[config.mk]
export PLATFORM = sky130hd
export DESIGN_NAME = chien_search
export DESIGN_NICKNAME = d
export VERILOG_FILES = /design/src/rtl/chien_search.sv
export SDC_FILE = /design/constraint.sdc
export NUM_CORES = 1
export LEC_CHECK = 0
export BUFFER_PORTS_ARGS = -buffer_cell sky130_fd_sc_hd__buf_2
export CAP_MARGIN = 15
export CORE_UTILIZATION = 58
export CTS_CLUSTER_SIZE = 25
export DETAILED_ROUTE_END_ITERATION = 10
export GPL_TIMING_DRIVEN = 0
export PLACE_DENSITY_LB_ADDON = 0.25
export SLEW_MARGIN = 30
export SYNTH_ARGS = -nofsm -noshare
export SYNTH_HDL_FRONTEND = slang
export SYNTH_SLANG_ARGS = --single-unit
[constraint.sdc]
create_clock -name clk_i -period 4.05 [get_ports clk_i]
set_input_delay 0.405 -clock clk_i [delete_from_list [all_inputs] [get_ports clk_i]]
set_output_delay 0.405 -clock clk_i [all_outputs]
set_load 0.01 [all_outputs]
[src/rtl/chien_search.sv]
// Chien search: sweeps sigma(alpha^j) for j = 0..PARAM_N-1 using constant
// multiply-by-alpha^k cells, streams one root flag per position and a final root count.
module chien_search #(
  parameter int                PARAM_M    = 4,
  parameter int                PARAM_T    = 2,
  parameter int                PARAM_N    = 15,
  parameter logic [PARAM_M:0]  PARAM_POLY = 5'b10011
) (
  input  logic                               clk_i,
  input  logic                               rst_i,
  input  logic                               start_i,
  input  logic [(PARAM_T+1)*PARAM_M-1:0]     sigma_in_i,
  output logic                               busy_o,
  output logic                               root_valid_o,
  output logic [$clog2(PARAM_N)-1:0]         root_pos_o,
  output logic                               root_flag_o,
  output logic                               done_o,
  output logic [$clog2(PARAM_N+1)-1:0]       root_count_o
);

  localparam int PW = $clog2(PARAM_N);
  localparam int CW = $clog2(PARAM_N+1);

  typedef enum logic [1:0] {
    S_IDLE = 2'd0,
    S_RUN  = 2'd1,
    S_DONE = 2'd2
  } state_t;

  // Single multiply-by-alpha step: shift left, reduce by the primitive polynomial.
  function automatic logic [PARAM_M-1:0] mul_alpha(input logic [PARAM_M-1:0] a);
    logic [PARAM_M-1:0] shifted;
    shifted = {a[PARAM_M-2:0], 1'b0};
    if (a[PARAM_M-1]) begin
      return shifted ^ PARAM_POLY[PARAM_M-1:0];
    end else begin
      return shifted;
    end
  endfunction

  // Constant multiply by alpha^k as k chained alpha steps; k is static per term.
  function automatic logic [PARAM_M-1:0] mul_alpha_k(input logic [PARAM_M-1:0] a,
                                                     input int k);
    logic [PARAM_M-1:0] acc;
    acc = a;
    for (int i = 0; i < k; i++) begin
      acc = mul_alpha(acc);
    end
    return acc;
  endfunction

  state_t               state_q;
  logic [PARAM_M-1:0]   reg_q [0:PARAM_T];
  logic [PARAM_M-1:0]   reg_d [0:PARAM_T];
  logic [PW-1:0]        j_q;
  logic [CW-1:0]        cnt_q;
  logic [CW-1:0]        cnt_d;
  logic [PARAM_M-1:0]   sum_s;
  logic                 flag_s;

  logic                 busy_q;
  logic                 root_valid_q;
  logic [PW-1:0]        root_pos_q;
  logic                 root_flag_q;
  logic                 done_q;
  logic [CW-1:0]        root_count_q;

  // Evaluate sigma at the current position and advance each term by alpha^k.
  always_comb begin
    sum_s = '0;
    for (int k = 0; k <= PARAM_T; k++) begin
      sum_s    = sum_s ^ reg_q[k];
      reg_d[k] = mul_alpha_k(reg_q[k], k);
    end
    flag_s = (sum_s == '0);
    cnt_d  = cnt_q + CW'(flag_s);
  end

  // Sweep FSM with registered outputs; busy stays high through the done cycle,
  // so a start seen in IDLE while busy_q is still set is the done-cycle start and is dropped.
  always_ff @(posedge clk_i) begin
    if (rst_i) begin
      state_q      <= S_IDLE;
      j_q          <= '0;
      cnt_q        <= '0;
      busy_q       <= 1'b0;
      root_valid_q <= 1'b0;
      root_pos_q   <= '0;
      root_flag_q  <= 1'b0;
      done_q       <= 1'b0;
      root_count_q <= '0;
      for (int k = 0; k <= PARAM_T; k++) begin
        reg_q[k] <= '0;
      end
    end else begin
      case (state_q)
        S_IDLE: begin
          root_valid_q <= 1'b0;
          root_flag_q  <= 1'b0;
          done_q       <= 1'b0;
          if (start_i && !busy_q) begin
            state_q <= S_RUN;
            busy_q  <= 1'b1;
            j_q     <= '0;
            cnt_q   <= '0;
            for (int k = 0; k <= PARAM_T; k++) begin
              reg_q[k] <= sigma_in_i[k*PARAM_M +: PARAM_M];
            end
          end else begin
            busy_q <= 1'b0;
          end
        end
        S_RUN: begin
          root_valid_q <= 1'b1;
          root_pos_q   <= j_q;
          root_flag_q  <= flag_s;
          cnt_q        <= cnt_d;
          j_q          <= j_q + PW'(1);
          for (int k = 0; k <= PARAM_T; k++) begin
            reg_q[k] <= reg_d[k];
          end
          if (j_q == PW'(PARAM_N - 1)) begin
            state_q <= S_DONE;
          end else begin
            state_q <= S_RUN;
          end
        end
        S_DONE: begin
          root_valid_q <= 1'b0;
          root_flag_q  <= 1'b0;
          done_q       <= 1'b1;
          root_count_q <= cnt_q;
          state_q      <= S_IDLE;
        end
        default: begin
          state_q      <= S_IDLE;
          busy_q       <= 1'b0;
          root_valid_q <= 1'b0;
          root_flag_q  <= 1'b0;
          done_q       <= 1'b0;
        end
      endcase
    end
  end

  assign busy_o       = busy_q;
  assign root_valid_o = root_valid_q;
  assign root_pos_o   = root_pos_q;
  assign root_flag_o  = root_flag_q;
  assign done_o       = done_q;
  assign root_count_o = root_count_q;

endmodule

==> reports/results.ini <==
[die]
floorplan.io_pins = 27
placementRows = 18
placeable_core_area_sq_um = 2480
chipWidth_microns = 53.2
dieHeight_microns = 53.2
initial_core_util_pct = 61.4
die_footprint_sq_um = 2830

[detailed_routing]
detail_route.wl_per_cell_microns = 14.0
drc = 0
drt_pre_antenna_iters = 4
drt-vias-per-instance = 5.51
num_vias = 1113
antenna_violating_nets_post_route = 0
route.final.wire_length_mm = 2.82
drt_iter0_drc = 14

[logic_synthesis]
ys_async_sr_fraction_pct = 0
mappedNetlistNets = 160
ys_dominant_reg_cell = dfxtp_1
yosysWarnings = 0
seq_area_frac_synth_pct = 52.6
synth_top_area_share_pct = 28.9
synth_cell_count_leaders = dfxtp_1, nor2_1, edfxtp_1
synth.avg_cell_area_sq_um = 11.0
mappedNetlistArea_sq_um = 1520
netlist-cell-type-count = 31
synth.largest_area_cell = dfxtp_1
post_synth_main_area_contributors = dfxtp_1, edfxtp_1, mux2i_1, ha_1, a22o_1
post-synth-top-count-cell = dfxtp_1
synth_cells = 138
synth_enable_flop_cells = 12
synth_seq_cells = 34

[min_path]
worst_hold_path.num_cells = 2
hold_class = primary input to register

[setup_path]
critical_path.max_fanout = 3
start_kind = register
critPathSlowestCell = edfxtp_1
cp.required_ns = 4.26
slowest_cell_delay_on_critical_path_ns = 0.46
r2r.worst_path.cells = 7
worstSetupPathType = register to register
timing.critical_path.depth = 7
cp_cell_sequence = xnor2_1, xnor2_1, nor4_2, ha_1, ha_1, a32oi_1, nor2_1
cp_data_arrival_time_ns = 2.20
timing.critical_path.max_delay_family = adder cells
worstSetupEndpointType = register
critical_path.n_buffers_inverters = 0

[global_route]
grt_first_pass_wirelength_mm = 4.44
grt_antenna_before_repair = 0
via_count_of_the_first_global_routing_pass = 1018
overflow = 0
grt_max_degree = 11
groute.usage.overall_pct = 22.5

[placement]
io_buffer_count = 26
dp.final_hpwl_mm = 2.09
finalWeightedCongestion = 0.739

[timing]
timing_worst_slew_pin_value_ns = 0.683
max_slew_margin_vs_limit_pct = 54.4
setup_skew_ns = 0.0114
clock.fmax_mhz = 501
rsz_0062_raised_after_global_routing = false
finalSetupTns_ns = 0
finalCriticalPeriod_ns = 1.99
min_period_over_period_pct = 49.2
final_max_tran_viols = 0
setup_viol = 0
hold_viol = 0

[clock_tree]
tritoncts = yes
number_of_cts_inserted_buffers = 5
clock_tree.htree_level_count = 2
clock_buffer_depth = 2
clock_sinks = 34
insertion_delay_of_the_later_clocked_pin_in_the_worst_skew_pair_ns = 0.34
ctsResizeCount = 0
ctsRootBufferMaster = clkbuf_4
cts_setup_buffers = 0
cts-hold-fix-buffers = 0
worst_setup_hold_path_clk_slew_ns = 0.10

[power_and_ir_drop]
powerDensity_nw_per_um2 = 408
finalPower_mw = 0.710
leakagePower_nw = 0.738
vdd.ir_drop.worst_v = 0.000367

[final_layout]
final_net_count = 193
layout-area-overhead-vs-synth_pct = 14.3
fraction_of_final_layout_cells_with_drive_strength_greater_than_1_pct = 21.5
insertedDiodeCount = 0

[status]
run_status = finished clean

[job]
max_cap_violations = 0

-- path summary, 6_finish.rpt --
kind                 startpoint            end  slack (ns)
setup / recovery   reg_q[0][10]       cnt_q[1]        2.06
hold / removal    sigma_in_i[0]    reg_q[0][0]        0.34
setup reg to reg   reg_q[0][10]       cnt_q[1]        2.06
hold reg to reg   root_pos_o[2]  root_pos_o[2]        0.50
-- routing by layer --
metal	wire, microns	up-vias	global-route usage [%]	share of wire [%]
met5	0	-	0	0
met4	36	0	9.21	1.3
met3	111	4	5.46	3.9
met2	1310	28	34.8	46
met1	1360	524	29.7	48
li1	-	557	-	-
-- placed cells by master (no fill, tap or decap) --
cell type,netlist,final
xnor2_1,8,8
nand3_1,4,4
nor2_2,1,1
and2b_1,1,1
edfxtp_1,12,12
or3_1,3,3
nor3_1,2,2
dfxtp_1,22,22
a21oi_1,5,5
buf_1,1,1
o21bai_1,1,1
o21ai_1,1,1
buf_2,1,27
xor2_1,5,5
clkinv_2,0,1
nand4_1,1,1
nor3_4,1,1
a32oi_1,3,3
and3b_1,1,1
nor4_2,1,1
ha_1,7,7
clkinv_1,0,1
clkbuf_4,0,5
nor2b_1,1,1
and2_1,5,5
or2_1,1,1
inv_1,5,5
o21ai_0,4,4
mux2i_1,9,9
mux2_2,1,1
a22o_1,8,8
clkbuf_1,3,4
nand2_1,2,2
nor2_1,18,18
-- cells by family after synthesis --
| group | after synthesis | share of synthesized area (%) |
|---|---|---|
| buffers and inverters | 10 | 2.55 |
| AND/OR/NAND/NOR | 42 | 14.8 |
| XOR/XNOR | 13 | 7.48 |
| adder cells (fa/ha/maj) | 7 | 5.76 |
| flip-flops | 34 | 52.6 |
| AO/OA/AOI/OAI | 22 | 10.1 |
| multiplexers | 10 | 6.66 |
-- cell type report --
class,instances,area [sq um]
clock inverter,2,8.76
clock buffer,6,41.3
inverter,5,18.8
timing repair buffer,26,130
tap,30,37.5
fill,206,738
multi-input combinational,94,682
buffer,5,20.0
sequential,34,801
-- stage by stage --
stage                     instance area [sq um]  setup WS, ns  util (%)  std cells  hold WS, ns
after detailed placement                   1690          2.07      68.2        194        0.482
after floorplan                            1520          2.31         -        138        0.458
after global routing                       1740          1.92      70.2        202        0.338
final                                      1740          2.06      70.2        202        0.336
after global placement                     1690          2.16      68.2        194        0.466
after CTS                                  1740          2.04      70.2        202        0.340
-- power breakdown --
group          internal [mW]  leakage (nW)  switching (mW)  total, mW
registers              0.383         0.309          0.0218      0.405
logic                 0.0571         0.400          0.0712      0.128
clock network         0.0652        0.0297           0.112      0.177
total                  0.505         0.738           0.205      0.710
-- flip-flops by register name, indices dropped and copies added, names as in the netlist, 2 cells and up --
register and cells:
reg_q 12, cnt_q 4, j_q 4, root_count_o 4, root_pos_o 4, state_q 2
Note: power is estimated with default switching activity, not from simulation.
